===== src/rtl/ping_trigger_if.sv =====
// Sample/FIFO-control bundle between the ADC driver, the sample FIFO and ping_trigger.
// slave is the trigger's view; master is the view of whoever drives samples and FIFO flags.
interface ping_trigger_if;
    logic [15:0] sample_in;
    logic        sample_valid;
    logic        fifo_full;
    logic        fifo_empty;
    logic        mem_write;
    logic        mem_read;
    logic [15:0] data_out;
    logic        triggered;
    logic        capture_done;

    modport slave (
        input  sample_in, sample_valid, fifo_full, fifo_empty,
        output mem_write, mem_read, data_out, triggered, capture_done
    );

    modport master (
        output sample_in, sample_valid, fifo_full, fifo_empty,
        input  mem_write, mem_read, data_out, triggered, capture_done
    );
endinterface


===== src/rtl/ping_trigger.sv =====
// Ping trigger: keeps a rolling pre-trigger window in an external FIFO, fires on a run of
// strong samples, then writes a fixed-length post-trigger capture and waits for readout.
module ping_trigger #(
    parameter logic [15:0] THRESHOLD          = 16'd32,
    parameter logic [7:0]  VALID_COUNT_NEEDED = 8'd4,
    parameter logic [13:0] PRETRIG_LEN        = 14'd10,
    parameter logic [13:0] CAPTURE_LEN        = 14'd20
) (
    input  logic          clk,
    input  logic          rst,
    ping_trigger_if.slave bus
);

    typedef enum logic [1:0] {FILL, CAPTURE, DONE} state_t;

    state_t      state_reg, state_next;
    logic [13:0] pre_cnt_reg, pre_cnt_next;
    logic [7:0]  run_cnt_reg, run_cnt_next;
    logic [13:0] cap_cnt_reg, cap_cnt_next;
    logic        mem_write_reg, mem_write_next;
    logic        mem_read_reg, mem_read_next;
    logic [15:0] data_out_reg, data_out_next;
    logic        triggered_reg, triggered_next;
    logic        capture_done_reg, capture_done_next;

    logic [15:0] magnitude;
    logic        over;
    logic [7:0]  run_inc;
    logic [13:0] cap_inc;

    // -32768 has no positive counterpart, so it saturates to the largest magnitude.
    always_comb begin
        if (!bus.sample_in[15])
            magnitude = bus.sample_in;
        else if (bus.sample_in == 16'h8000)
            magnitude = 16'h7FFF;
        else
            magnitude = ~bus.sample_in + 16'd1;
    end

    assign over    = (magnitude >= THRESHOLD);
    assign run_inc = run_cnt_reg + 8'd1;
    assign cap_inc = cap_cnt_reg + 14'd1;

    always_ff @(posedge clk or negedge rst) begin
        if (!rst) begin
            state_reg        <= FILL;
            pre_cnt_reg      <= '0;
            run_cnt_reg      <= '0;
            cap_cnt_reg      <= '0;
            mem_write_reg    <= 1'b0;
            mem_read_reg     <= 1'b0;
            data_out_reg     <= 16'h0000;
            triggered_reg    <= 1'b0;
            capture_done_reg <= 1'b0;
        end else begin
            state_reg        <= state_next;
            pre_cnt_reg      <= pre_cnt_next;
            run_cnt_reg      <= run_cnt_next;
            cap_cnt_reg      <= cap_cnt_next;
            mem_write_reg    <= mem_write_next;
            mem_read_reg     <= mem_read_next;
            data_out_reg     <= data_out_next;
            triggered_reg    <= triggered_next;
            capture_done_reg <= capture_done_next;
        end
    end

    always_comb begin
        state_next     = state_reg;
        pre_cnt_next   = pre_cnt_reg;
        run_cnt_next   = run_cnt_reg;
        cap_cnt_next   = cap_cnt_reg;
        mem_write_next = 1'b0;
        mem_read_next  = 1'b0;
        data_out_next  = data_out_reg;

        case (state_reg)
            FILL: begin
                if (bus.sample_valid) begin
                    mem_write_next = 1'b1;
                    data_out_next  = bus.sample_in;
                    // Drop the oldest sample once the window is full, or whenever the FIFO says so.
                    mem_read_next  = (pre_cnt_reg == PRETRIG_LEN) || bus.fifo_full;
                    if (pre_cnt_reg != PRETRIG_LEN)
                        pre_cnt_next = pre_cnt_reg + 14'd1;
                    if (over) begin
                        if (run_inc == VALID_COUNT_NEEDED) begin
                            state_next   = (CAPTURE_LEN <= 14'd1) ? DONE : CAPTURE;
                            cap_cnt_next = 14'd1;
                            run_cnt_next = '0;
                        end else begin
                            run_cnt_next = run_inc;
                        end
                    end else begin
                        run_cnt_next = '0;
                    end
                end
            end
            CAPTURE: begin
                // A full FIFO ends the capture early and suppresses the concurrent write.
                if (bus.fifo_full) begin
                    state_next = DONE;
                end else if (bus.sample_valid) begin
                    mem_write_next = 1'b1;
                    data_out_next  = bus.sample_in;
                    cap_cnt_next   = cap_inc;
                    if (cap_inc >= CAPTURE_LEN)
                        state_next = DONE;
                end
            end
            DONE: begin
                if (bus.fifo_empty) begin
                    state_next   = FILL;
                    pre_cnt_next = '0;
                    run_cnt_next = '0;
                    cap_cnt_next = '0;
                end
            end
            default: state_next = FILL;
        endcase

        triggered_next    = (state_next != FILL);
        capture_done_next = (state_next == DONE);
    end

    assign bus.mem_write    = mem_write_reg;
    assign bus.mem_read     = mem_read_reg;
    assign bus.data_out     = data_out_reg;
    assign bus.triggered    = triggered_reg;
    assign bus.capture_done = capture_done_reg;

endmodule


===== src/flat_wrapper.sv =====
// flat-port wrapper written by rule: the top's interface ports become plain ports
module ping_trigger_flat 
#(
    parameter logic [15:0] THRESHOLD          = 16'd32,
    parameter logic [7:0]  VALID_COUNT_NEEDED = 8'd4,
    parameter logic [13:0] PRETRIG_LEN        = 14'd10,
    parameter logic [13:0] CAPTURE_LEN        = 14'd20
)
  (clk, rst, bus_sample_in, bus_sample_valid, bus_fifo_full, bus_fifo_empty, bus_mem_write, bus_mem_read, bus_data_out, bus_triggered, bus_capture_done);
  ping_trigger_if bus_i ();
  input  logic clk;
  input  logic rst;
  input wire logic [$bits(bus_i.sample_in)-1:0] bus_sample_in;
  input wire logic [$bits(bus_i.sample_valid)-1:0] bus_sample_valid;
  input wire logic [$bits(bus_i.fifo_full)-1:0] bus_fifo_full;
  input wire logic [$bits(bus_i.fifo_empty)-1:0] bus_fifo_empty;
  output wire logic [$bits(bus_i.mem_write)-1:0] bus_mem_write;
  output wire logic [$bits(bus_i.mem_read)-1:0] bus_mem_read;
  output wire logic [$bits(bus_i.data_out)-1:0] bus_data_out;
  output wire logic [$bits(bus_i.triggered)-1:0] bus_triggered;
  output wire logic [$bits(bus_i.capture_done)-1:0] bus_capture_done;
  assign bus_i.sample_in = bus_sample_in;
  assign bus_i.sample_valid = bus_sample_valid;
  assign bus_i.fifo_full = bus_fifo_full;
  assign bus_i.fifo_empty = bus_fifo_empty;
  assign bus_mem_write = bus_i.mem_write;
  assign bus_mem_read = bus_i.mem_read;
  assign bus_data_out = bus_i.data_out;
  assign bus_triggered = bus_i.triggered;
  assign bus_capture_done = bus_i.capture_done;
  ping_trigger #(.THRESHOLD(THRESHOLD), .VALID_COUNT_NEEDED(VALID_COUNT_NEEDED), .PRETRIG_LEN(PRETRIG_LEN), .CAPTURE_LEN(CAPTURE_LEN)) u_core (.clk(clk), .rst(rst), .bus(bus_i));
endmodule

===== config.mk =====
export PLATFORM = sky130hd
export DESIGN_NAME = ping_trigger_flat
export DESIGN_NICKNAME = d
export VERILOG_FILES = /design/src/rtl/ping_trigger_if.sv /design/src/rtl/ping_trigger.sv /design/src/flat_wrapper.sv
export SDC_FILE = /design/constraint.sdc
export NUM_CORES = 1
export LEC_CHECK = 0
export BUFFER_PORTS_ARGS = -buffer_cell sky130_fd_sc_hd__buf_2
export CELL_PAD_IN_SITES_DETAIL_PLACEMENT = 0
export CELL_PAD_IN_SITES_GLOBAL_PLACEMENT = 2
export CORE_UTILIZATION = 39
export DETAILED_ROUTE_END_ITERATION = 12
export GPL_ROUTABILITY_DRIVEN = 0
export GPL_TIMING_DRIVEN = 0
export PLACE_DENSITY = 0.81
export SETUP_SLACK_MARGIN = 0.15
export SLEW_MARGIN = 20
export SYNTH_ARGS = -nofsm -noshare
export SYNTH_HDL_FRONTEND = slang
export SYNTH_SLANG_ARGS = --single-unit

===== constraint.sdc =====
create_clock -name clk -period 4.3 [get_ports clk]
set_input_delay 0.645 -clock clk [delete_from_list [all_inputs] [get_ports clk]]
set_output_delay 0.645 -clock clk [all_outputs]
set_load 0.01 [all_outputs]

## Word level (Yosys, flattened, before mapping)

Index checks and enable logic that the tools add are counted.

| operators by class | value |
|---|---|
| $lt $le $gt $ge | 2 |
| mux-type cells | 33 |
| reduce and logical (&&, ||, !) cells | 10 |
| bitwise operators | 1 |
| eq/ne operators | 14 |
| add/subtract/negate cells | 4 |

Operator list:

| kind | count |
|---|---|
| 14-bit two-way mux | 8 |
| 16-bit two-way mux | 4 |
| 14-bit one-hot mux with 3 select lines | 1 |
| 8-bit two-way mux | 4 |
| 16-bit one-hot mux with 2 select lines | 1 |
| 14-bit by 1-bit adder with 14-bit output (second input constant) | 2 |
| 14-bit one-hot mux with 2 select lines | 1 |
| 16-bit by 1-bit adder with 16-bit output (second input constant) | 1 |
| 16-bit equality test (second input constant) | 1 |
| 16-bit by 6-bit >= comparator with 1-bit output (second input constant) | 1 |
| 16-bit NOT | 1 |
| 8-bit one-hot mux with 2 select lines | 1 |
| 14-bit by 4-bit equality test with 1-bit output (second input constant) | 1 |
| 14-bit by 5-bit >= comparator with 1-bit output (second input constant) | 1 |
| 2-bit two-way mux | 7 |
| 14-bit by 4-bit inequality test with 1-bit output (second input constant) | 1 |
| 8-bit by 1-bit adder with 8-bit output (second input constant) | 1 |
| 8-bit by 3-bit equality test with 1-bit output (second input constant) | 1 |
| 2-bit inequality test (second input constant) | 4 |
| 7-bit AND reduction | 1 |
| 2-bit by 1-bit inequality test with 1-bit output (second input constant) | 3 |
| 2-bit one-hot mux with 3 select lines | 1 |
| 2-bit nonzero test | 3 |
| 2-bit equality test (second input constant) | 2 |
| other kinds (9) | 12 |

| word-level totals | value |
|---|---|
| logic and storage cells | 73 |
| flip-flop bits (word level) | 58 |
| output and inout bits | 20 |
| input bits | 21 |

## Depth between registers and ports, before layout

Gate-level depths: netlist of the first run.

| depth | value |
|---|---|
| depth after elaboration | 9 |
| depth in mapped cells | 10 |
| gate-level depth less buffers | 9 |

## Least setup slack after synthesis of the first run

OpenSTA, ideal clock, no wires.

| path | value |
|---|---|
| path type | input to register |
| start point | input port bus_sample_in[5] |
| end point | register u_core.cap_cnt_reg[3] |
| stages | 9 |
| required time | 4.168 ns |
| setup slack | 1.752 ns |
| arrival time | 2.416 ns |
| path buffers | 2 |
| library setup time | 0.132 ns |
| cells stage by stage | clkbuf_1 > nor4_1 > o22ai_1 > nor4_1 > a31oi_1 > a211oi_2 > nand2b_4 > buf_6 > o211ai_1 |

| on the way | value |
|---|---|
| longest elaborated chain between the ends | 7 |
| elaborated cells between the ends (all ways) | 8 |
| classes of those cells | add/sub: 1; order compare: 1; eq/ne: 2; mux: 2; bitwise: 1; reduce/logical: 1 |

RTL lines:

| what | RTL line | RTL |
|---|---|---|
| start: declaration | flat_wrapper.sv:13 | `input wire logic [$bits(bus_i.sample_in)-1:0] bus_sample_in;` |
| 16-bit NOT | ping_trigger.sv:38 | `magnitude = ~bus.sample_in + 16'd1;` |
| 16-bit by 1-bit adder with 16-bit output | ping_trigger.sv:38 |  |
| 16-bit two-way mux | ping_trigger.sv:35 | `else if (bus.sample_in == 16'h8000)` |
| 16-bit two-way mux (*) | ping_trigger.sv:33 | `if (!bus.sample_in[15])` |
| 16-bit by 6-bit >= comparator with 1-bit output (*) | ping_trigger.sv:41 | `assign over = (magnitude >= THRESHOLD);` |
| 2-bit by 1-bit inequality test with 1-bit output (no source line) (*) | -- |  |
| 7-bit AND reduction (no source line) (*) | -- |  |
| end signal: assignment | ping_trigger.sv:60 | `cap_cnt_reg <= cap_cnt_next;` |
| end: declaration | ping_trigger.sv:19 | `logic [13:0] cap_cnt_reg, cap_cnt_next;` |

Mark *: on every way between the ends. The rest lies on a longest branch, timed or not.
A chain may end at the register's enable or synchronous reset.

## Final worst setup path of the first run

| path | value |
|---|---|
| start point | input port bus_sample_in[1] |
| end point | register u_core.cap_cnt_reg[11] |

Same word-level chain as after synthesis.

==> impl_metrics.py, run 1 <==
metrics = {
    "outcome": {
        "outcome": "finished, final reports clean",
    },
    "global_routing": {
        "grt_pass1_wl_um": 15000,
        "met1_usage_pct": 27.6,
        "grt_busiest_layer": "met2",
        "grt_antenna_before_repair": 0,
        "grt_usage_pct": 19.7,
        "grt_max_degree": 59,
        "grt_overflow": 0,
        "met3_usage_pct": 3.88,
        "grtUsageMet2_pct": 29.7,
        "first_global_vias": 2927,
    },
    "pwr": {
        "leakagePower_nw": 1.80,
        "p_seq_share_pct": 34.4,
        "internal-power_mw": 1.43,
        "pwr-share-comb_pct": 39.2,
        "clkPwrFrac_pct": 26.3,
        "irDropWorstVdd_mv": 0.250,
        "p_switching_uw": 906,
        "p_total_mw": 2.33,
        "powerDensity_nw_per_um2": 566,
        "swShare_pct": 38.9,
    },
    "timing": {
        "period_share_pct": 68.6,
        "fin_crit_ns": 2.95,
        "fmax_mhz": 339,
        "rsz0062_at_grt": "false",
        "setup_viol": 0,
        "worstMarginPinSlew_ns": 0.751,
        "relSlewSlack_pct": 50.0,
        "report.final.slew_viol_count": 0,
        "finalSetupTns_ns": 0,
        "hold_violations": 0,
        "finalClockSkew_ns": 0.0125,
    },
    "place": {
        "port_buffers": 37,
        "dp_hpwl_um": 6220,
    },
    "drt": {
        "ant_nets": 0,
        "drcViolationCount": 0,
        "wl_um": 8780,
        "wl_per_cell_um": 15.8,
        "via_per_inst": 5.50,
        "vias": 3058,
        "dr.pass1.iters": 4,
        "drt-initial-drc-count": 140,
    },
    "clock_tree": {
        "clk_pin_slew_worst_paths_ns": 0.07,
        "htreeDepth": 3,
        "cts_setup_buffers": 0,
        "cts_buffer_depth": 2,
        "cts_resized": 0,
        "cts_hold_buf": 0,
        "cts_sinks": 58,
        "cts_root_buffer": "clkbuf_8",
        "numCtsBuffers": 9,
        "cts_tree": "built",
        "clock_latency_ns": 0.35,
    },
    "floorplan": {
        "die_area_um2": 9520,
        "pin_count": 41,
        "dieWidth_um": 97.6,
        "core_um2": 8760,
        "rows": 34,
        "fp.dieH_um": 97.6,
        "start_util_pct": 40.6,
    },
    "finish": {
        "area_delta_synth_final_pct": 15.6,
        "nets": 473,
        "layout-drive-gt1-share_pct": 19.6,
        "n_antenna_cell": 0,
        "largest_reg_flops": 16,
    },
    "setup_path": {
        "cp-end-kind": "flip-flop",
        "cp-start-kind": "input port",
        "cp_max_fo": 10,
        "critPathArrivalTime_ns": 3.19,
        "worstSetupPathType": "in2reg",
        "cp.required_ns": 4.54,
    },
    "logic_synthesis": {
        "ys_seq_elements": 58,
        "synth_fp_nets": 425,
        "synth_top_area_share_pct": 40.8,
        "synth_cell_type_count": 56,
        "yosysMostFrequentCell": "dfrtp_1",
        "ys_seq_area_share_pct": 40.8,
        "synth_ff_type": "dfrtp_1",
        "synth_area_um2": 3560,
        "syn_inst": 395,
        "synth-edff-count": 0,
        "synth_top_cells_by_count": "dfrtp_1 (58), nand2_1 (39), o21ai_0 (39)",
        "synthArstFlopShare_pct": 100,
        "syn_area_per_cell_um2": 9.01,
        "synth_top_cell_by_area": "dfrtp_1",
        "ys_top_cells_by_area": "dfrtp_1 (41%), o21ai_0 (5.5%), nand2_1 (4.1%)",
        "yosys_warnings": 0,
    },
    "flow_run": {
        "max_cap_violations": 0,
    },
    "min_path": {
        "hold_class": "in2async",
    },
}
power groups by stage:
stage	sequential, mW	combinational, mW	clock, mW
final	0.803	0.915	0.614
after global routing	0.827	1.03	0.649
after CTS	0.804	0.924	0.627
after detailed placement	0.813	0.928	0
after global placement	0.806	0.919	0
after floorplan	0.840	0.580	0
per-layer routing:
metal,vias to the layer above,routed length [um]
met3,14,300
met4,0,164
met2,53,3980
met1,1445,4340
met5,-,0
li1,1546,-
stage by stage:
step                setup slack (ns)  hold WS, ns  instance area [um^2]  std cells  util [%]
finish                          1.35        0.356                  4120        556      47.0
global route                    1.09        0.429                  4120        556      47.0
CTS                             1.33        0.393                  4120        556      47.0
detailed placement             0.946        0.466                  3880        540      44.3
global placement               0.959        0.457                  3880        540      44.3
floorplan                       1.75        0.349                  3560        395         -
critical path, stage by stage:
cell and delay, ns:
buf_2 0.11, inv_1 0.07, ha_1 0.16, nor4b_2 0.39
nand4_1 0.18, mux2_2 0.26, o211ai_2 0.10, a211oi_2 0.55
clkbuf_1 0.43, o21ai_0 0.20, o41ai_2 0.08
worst paths after layout:
| kind | startpoint | endpoint | slack [ns] | cells after the start |
|---|---|---|---|---|
| worst min register to register | u_core.bus.data_out[10]$_DFFE_PN0P_ | u_core.bus.data_out[10]$_DFFE_PN0P_ | 0.47 | 2 |
| max in group asynchronous | rst | u_core.pre_cnt_reg[3]$_DFFE_PN0P_ | 3.44 | 1 |
| worst max-delay path | bus_sample_in[1] | u_core.cap_cnt_reg[11]$_DFFE_PN0P_ | 1.35 | 11 |
| worst min-delay path | rst | u_core.bus.data_out[9]$_DFFE_PN0P_ | 0.36 | 1 |
| min in group clk | u_core.bus.data_out[10]$_DFFE_PN0P_ | u_core.bus.data_out[10]$_DFFE_PN0P_ | 0.47 | 2 |
| worst max register to register | u_core.cap_cnt_reg[0]$_DFFE_PN0P_ | u_core.bus.triggered$_DFF_PN0_ | 1.54 | 8 |
placed cells by master, fill, tap and decap left out, types with 3 or more instances in the layout:
master	count
or3_1	5
nor2_1	25
nand2b_1	10
o22ai_1	3
and2_1	3
mux2i_1	3
and3_1	6
xnor2_1	4
buf_2	40
o31ai_1	5
clkbuf_8	9
o41ai_2	7
xor2_1	8
inv_1	18
o21ai_0	39
o41ai_1	7
clkbuf_1	16
bufinv_16	3
a22o_1	3
nand2_1	39
a31oi_1	7
dfrtp_1	58
nor2b_1	5
a21oi_1	12
nand3_1	24
nor3_1	17
a31o_2	4
nor4_1	10
mux2_2	11
o211ai_1	3
ha_1	9
logic make-up (layout without fill, tap and decap cells):
| logic type | Yosys count | in the layout | synth area share [%] |
|---|---|---|---|
| adders and majority gates | 9 | 9 | 3.16 |
| muxes | 14 | 14 | 4.32 |
| and+or+nand+nor | 158 | 158 | 23.1 |
| DFF | 58 | 58 | 40.8 |
| xor gates and xnor gates | 12 | 12 | 2.95 |
| buffers and inverters | 38 | 91 | 4.36 |
| AOI/OAI and AO/OA | 106 | 106 | 21.4 |
cell type report:
type	count	area, um^2
fillers	863	4650
well taps	108	135
multi-input cells	299	1950
clock buffers	11	131
flip-flops and latches	58	1450
inverters	18	67.6
repair buffers	37	188
plain buffers	20	87.6
clock inverters	5	103
Note: power is estimated with default switching activity, not from simulation.
==> inputs of run 2 (changes only) <==
- CORE_UTILIZATION: 39 -> 33
- PLACE_DENSITY: 0.81 -> 0.73
- clock period: 4.3 -> 2.6 ns (I/O delays scaled with it)
==> run 2 against run 1 <==
Compared with the run above: clock power rose by 54%; first-iteration DRC count decreased by 21%; setup slack got worse by 1.3 ns; sequential share of layout area fell by 2.6 points; worst hold slack got worse by 0.24 ns; clock-buffer cell count unchanged; largest cell class unchanged; wire length grew 7.0%; core utilization decreased by 4.2 points; critical path type is now reg2reg; non-clock buffer count up 10; combinational power grew 100%; total power is 76% higher.
==> impl_metrics.py, run 2 (same netlist as run 1, synthesis figures left out) <==
metrics = {
    "outcome": {
        "outcome": "finished, final reports clean",
    },
    "timing": {
        "hold-worst-slack_ns": 0.117,
        "rsz0062_at_grt": "true",
        "hold_violations": 0,
        "finalSetupTns_ns": 0,
        "fin_crit_ns": 2.53,
        "relSlewSlack_pct": 45.9,
        "setup_ws_ns": 0.0711,
        "worstMarginPinSlew_ns": 0.811,
        "report.final.slew_viol_count": 0,
        "setup_viol": 0,
        "period_share_pct": 97.3,
        "finalClockSkew_ns": 0.0127,
        "fmax_mhz": 395,
    },
    "place": {
        "dp_hpwl_um": 6430,
        "dp.cells": 568,
        "pre_cts_ws_ns": -0.575,
        "placed_area_um2": 3920,
        "port_buffers": 37,
    },
    "drt": {
        "drcViolationCount": 0,
        "drt-initial-drc-count": 110,
        "ant_nets": 0,
        "dr.pass1.iters": 4,
        "via_per_inst": 5.36,
        "wl_um": 9400,
        "vias": 3186,
        "wl_per_cell_um": 15.8,
    },
    "setup_path": {
        "worstRegToRegCells": 8,
        "rr_startpoint": "u_core.run_cnt_reg[1]$_DFFE_PN0P_",
        "worstSetupStartpoint": "u_core.run_cnt_reg[1]$_DFFE_PN0P_",
        "cp_max_fo": 6,
        "r2r_slack_ns": 0.07,
        "worstSetupPathType": "reg2reg",
        "critPathArrivalTime_ns": 2.76,
        "cp-end-kind": "flip-flop",
        "reg2reg_to": "u_core.cap_cnt_reg[8]$_DFFE_PN0P_",
        "cp-endpoint": "u_core.cap_cnt_reg[8]$_DFFE_PN0P_",
        "cp.required_ns": 2.83,
        "cp-start-kind": "flip-flop",
    },
    "clock_tree": {
        "cts_root_buffer": "clkbuf_8",
        "htreeDepth": 3,
        "clk_pin_slew_worst_paths_ns": 0.08,
        "cts_tree": "built",
        "clock_latency_ns": 0.34,
        "cts_sinks": 58,
        "cts_buffer_depth": 2,
        "cts_hold_buf": 0,
        "numCtsBuffers": 9,
    },
    "global_routing": {
        "first_global_vias": 3131,
        "grt_overflow": 0,
        "grt_antenna_before_repair": 0,
        "grt_max_degree": 59,
        "grt_usage_pct": 17.6,
        "grt_pass1_wl_um": 15500,
    },
    "flow_run": {
        "max_cap_violations": 0,
    },
    "floorplan": {
        "die_area_um2": 11200,
        "fp.dieH_um": 106,
        "dieWidth_um": 106,
        "start_util_pct": 34.2,
        "rows": 37,
        "core_um2": 10400,
        "pin_count": 41,
    },
    "finish": {
        "final_common_cell": "dfrtp_1",
        "area_delta_synth_final_pct": 25.1,
        "fin_util_pct": 42.8,
        "largest_reg_flops": 16,
        "layout-drive-gt1-share_pct": 27.1,
        "instances_no_fill": 594,
        "nets": 483,
        "fin_area_um2": 4450,
        "layout_common_cells": "dfrtp_1 (57), buf_2 (41), nand2_1 (37)",
        "n_antenna_cell": 0,
    },
    "pwr": {
        "leakagePower_nw": 1.98,
        "powerDensity_nw_per_um2": 922,
        "p_total_mw": 4.11,
        "irDropWorstVdd_mv": 0.373,
    },
    "min_path": {
        "hold_class": "in2async",
    },
}
-- run 2: changes by cell type in the layout (fill, tap and decap cells not counted), sizes merged --
cell    before  now
clkinv       1    2
clkbuf      25   24
bufinv       3    2
buf         43   54
-- run 2: area by class of cell --
type	count	area, um^2
timing repair buffer	47	287
fill	1060	5960
buffer	20	100
tap	136	170
multi-input combinational	299	2160
sequential	58	1450
clock buffer	11	141
clock inverter	5	77.6
inverter	18	67.6
-- run 2: power by group --
group,switching [mW],leakage (nW),internal (mW)
sequential,0.179,0.740,1.15
combinational,1.07,1.13,0.769
clock,0.381,0.109,0.563
total,1.63,1.98,2.48
-- run 2: repair_timing --
action / 4_1_cts / 5_1_grt
gates cloned: 1 / 0
endpoints found under the setup margin: 22 / 32
gates resized for setup: 20 / 26
endpoints found under the hold margin: 0 / 0
buffers inserted: 5 / 4
pin swaps: 6 / 7
-- run 2: how the worst min path moves through the flow --
stage / start / endpoint / slack (ns) / depth (start not counted)
2_1_floorplan: rst / u_core.bus.capture_done$_DFF_PN0_ / 0.09 / 0
3_3_place_gp: u_core.bus.data_out[13]$_DFFE_PN0P_ / u_core.bus.data_out[13]$_DFFE_PN0P_ / 0.46 / 2
3_5_place_dp: u_core.bus.data_out[9]$_DFFE_PN0P_ / u_core.bus.data_out[9]$_DFFE_PN0P_ / 0.47 / 2
4_1_cts: rst / u_core.bus.data_out[10]$_DFFE_PN0P_ / 0.14 / 1
5_1_grt: rst / u_core.bus.data_out[10]$_DFFE_PN0P_ / 0.19 / 1
6_report: rst / u_core.bus.data_out[10]$_DFFE_PN0P_ / 0.12 / 1
-- run 2: per-layer routing --
layer,up-vias,GRT usage [%],part of all wire [%]
met3,9,3.71,3.2
met2,58,29.5,48
met4,0,6.25,1.1
met5,-,0,0
li1,1567,-,-
met1,1552,22.4,48
-- run 2: worst max-delay path, stage by stage (launching register included) --
cell and delay [ns]:
dfrtp_1 0.40, and3_4 0.19, a311o_1 0.37, or4_4 0.50, a31oi_4 0.19, a211oi_4 0.08
nand2b_4 0.23, buf_12 0.19, o41ai_4 0.26
==> inputs of run 3 (changes only) <==
- ABC_AREA: default -> 1
- CORE_MARGIN: default -> 1.5
- CORE_UTILIZATION: 33 -> 31
- PLACE_DENSITY: 0.73 -> 0.72
- RECOVER_POWER: default -> 100
==> run 3 against run 2 <==
Compared with the run above: register-to-register slack better by 0.23 ns; wire length down 2.3%; core utilization decreased by 5.1 points; sequential cell count is the same; critical endpoint is now u_core.cap_cnt_reg[9]$_DFFE_PN0P_.
==> impl_metrics.py, run 3 <==
metrics = {
    "global_routing": {
        "grt_pass1_wl_um": 16100,
        "grt_overflow": 0,
        "grt_max_degree": 45,
        "grt_usage_pct": 16.4,
        "grt_antenna_before_repair": 0,
        "first_global_vias": 3319,
    },
    "logic_synthesis": {
        "yosys_warnings": 0,
        "syn_area_per_cell_um2": 7.60,
        "synth_fp_nets": 506,
        "ys_top_cells_by_area": "dfrtp_1 (40%), nand2_1 (12%), nor2_1 (6.1%)",
        "synth_ff_type": "dfrtp_1",
        "synth_top_cell_by_area": "dfrtp_1",
        "yosysMostFrequentCell": "nand2_1",
        "syn_inst": 476,
        "ys_seq_area_share_pct": 40.1,
        "synth_cell_type_count": 36,
        "synth-edff-count": 0,
        "synth_top_area_share_pct": 40.1,
        "synth_area_um2": 3620,
        "synthArstFlopShare_pct": 100,
        "ys_seq_elements": 58,
        "synth_top_cells_by_count": "nand2_1 (120), nor2_1 (59), dfrtp_1 (58)",
    },
    "setup_path": {
        "critical-path-max-stage-delay_ns": 0.38,
        "cp_max_fo": 10,
        "cp-start-kind": "flip-flop",
        "path_cells": "ha_1, nand3_1, nor3_1, xnor2_1, nand2_1, nor2_1, nand4_1, nand2_2, nand3_4, clkbuf_4, o21ai_2",
        "worstSetupPathType": "reg2reg",
        "cp.required_ns": 2.86,
        "crit_path_top_delay_cell": "dfrtp_1",
        "critPathArrivalTime_ns": 2.56,
        "cp-end-kind": "flip-flop",
    },
    "floorplan": {
        "die_area_um2": 12300,
        "fp.dieH_um": 111,
        "start_util_pct": 31.7,
        "pin_count": 41,
        "core_um2": 11400,
        "dieWidth_um": 111,
        "rows": 39,
    },
    "finish": {
        "nFillCells": 1241,
        "final_common_cell": "nand2_1",
        "layout_common_cells": "nand2_1 (120), nor2_1 (59), dfrtp_1 (58)",
        "nets": 560,
        "area_delta_synth_final_pct": 18.9,
        "largest_reg_flops": 16,
        "n_antenna_cell": 0,
        "layout-drive-gt1-share_pct": 15.2,
        "fin_area_um2": 4300,
    },
    "clock_tree": {
        "cts_buffer_depth": 2,
        "numCtsBuffers": 9,
        "cts_root_buffer": "clkbuf_16",
        "clock_latency_ns": 0.33,
        "htreeDepth": 3,
        "cts_tree": "built",
        "cts_sinks": 58,
        "clk_pin_slew_worst_paths_ns": 0.05,
    },
    "timing": {
        "fin_crit_ns": 2.30,
        "worstMarginPinSlew_ns": 0.959,
        "finalClockSkew_ns": 0.00630,
        "relSlewSlack_pct": 36.1,
        "setup_viol": 0,
        "report.final.slew_viol_count": 0,
        "hold_violations": 0,
        "hold-worst-slack_ns": 0.329,
        "period_share_pct": 88.6,
        "fmax_mhz": 434,
        "rsz0062_at_grt": "true",
    },
    "min_path": {
        "hold_class": "in2reg",
    },
    "drt": {
        "ant_nets": 0,
        "via_per_inst": 4.74,
        "dr.pass1.iters": 4,
        "wl_um": 9180,
        "drcViolationCount": 0,
        "wl_per_cell_um": 13.6,
        "drt-initial-drc-count": 173,
        "vias": 3203,
    },
    "pwr": {
        "irDropWorstVdd_mv": 0.345,
        "powerDensity_nw_per_um2": 869,
        "leakagePower_nw": 1.95,
    },
    "outcome": {
        "outcome": "finished, final reports clean",
    },
    "place": {
        "placed_area_um2": 4030,
        "port_buffers": 40,
        "dp_hpwl_um": 6910,
    },
    "flow_run": {
        "max_cap_violations": 0,
    },
}
[run 3: worst max-delay path: cells and delay by family (launching register included)]
kind | cells | cell delay (ns)
AND/OR/NAND/NOR | 7 | 0.99
adder cells (fa/ha/maj) | 1 | 0.25
XOR/XNOR | 1 | 0.19
buffers and inverters | 1 | 0.29
flip-flops | 1 | 0.38
AO/OA/AOI/OAI | 1 | 0.13
[run 3: stage by stage]
stage                     TNS [ns]  power, mW  utilization, %  setup slack, ns  std cells
final                            0       3.73            37.7            0.297        676
after detailed placement    -0.140       2.62            35.3          -0.0829        660
after global placement      -0.136       2.61            35.0          -0.0786        659
after CTS                        0       3.87            38.0            0.147        676
after global routing             0       4.02            37.7           0.0666        676
after floorplan                  0       2.16               -            0.566        476
[run 3: report_power, final]
group	leakage, nW	switching [mW]	internal, mW	total (mW)
registers	0.748	0.171	1.16	1.33
clock network	0.147	0.401	0.778	1.18
logic	1.05	0.800	0.428	1.23
total	1.95	1.37	2.36	3.73
[run 3: cell type report]
cell class,count,area (um^2),share of cell area [%]
plain buffers,9,55.1,1.28
clock buffers,11,253,5.88
clock inverters,3,40.0,0.931
inverters,52,195,4.54
multi-input cells,357,1910,44.4
flip-flops and latches,58,1450,33.8
well taps,143,179,4.16
repair buffers,43,219,5.09
[run 3: metal layers]
| metal | wire, um | global-route usage [%] |
|---|---|---|
| met1 | 4540 | 21.5 |
| met2 | 4100 | 25.4 |
| met3 | 346 | 4.32 |
| met4 | 187 | 7.17 |
| met5 | 0 | 0 |
[run 3: path summary, 6_finish.rpt]
check | from | cells after the start | end | slack, ns
worst max-delay path | u_core.run_cnt_reg[0]$_DFFE_PN0P_ | 11 | u_core.cap_cnt_reg[9]$_DFFE_PN0P_ | 0.30
worst min-delay path | bus_sample_in[4] | 2 | u_core.bus.data_out[4]$_DFFE_PN0P_ | 0.33
worst max register to register | u_core.run_cnt_reg[0]$_DFFE_PN0P_ | 11 | u_core.cap_cnt_reg[9]$_DFFE_PN0P_ | 0.30
worst min register to register | u_core.pre_cnt_reg[13]$_DFFE_PN0P_ | 2 | u_core.pre_cnt_reg[13]$_DFFE_PN0P_ | 0.48
max in group asynchronous | rst | 3 | u_core.cap_cnt_reg[13]$_DFFE_PN0P_ | 1.12
min in group asynchronous | rst | 2 | u_core.bus.data_out[12]$_DFFE_PN0P_ | 0.73
[run 3: cells by family after synthesis]
| group | synth area share (%) |
|---|---|
| AOI/OAI and AO/OA | 10.4 |
| xor gates and xnor gates | 3.84 |
| adders and majority gates | 3.11 |
| buffers and inverters | 6.99 |
| DFF | 40.1 |
| muxes | 2.18 |
| and+or+nand+nor | 33.3 |
[run 3: repair_timing]
action | 4_1_cts | 5_1_grt
setup endpoints to repair | 10 | 31
hold buffers | 1 | 0
buffers inserted | 1 | 0
hold endpoints to repair | 14 | 0
resized for setup | 1 | 8
pin swaps | 1 | 1
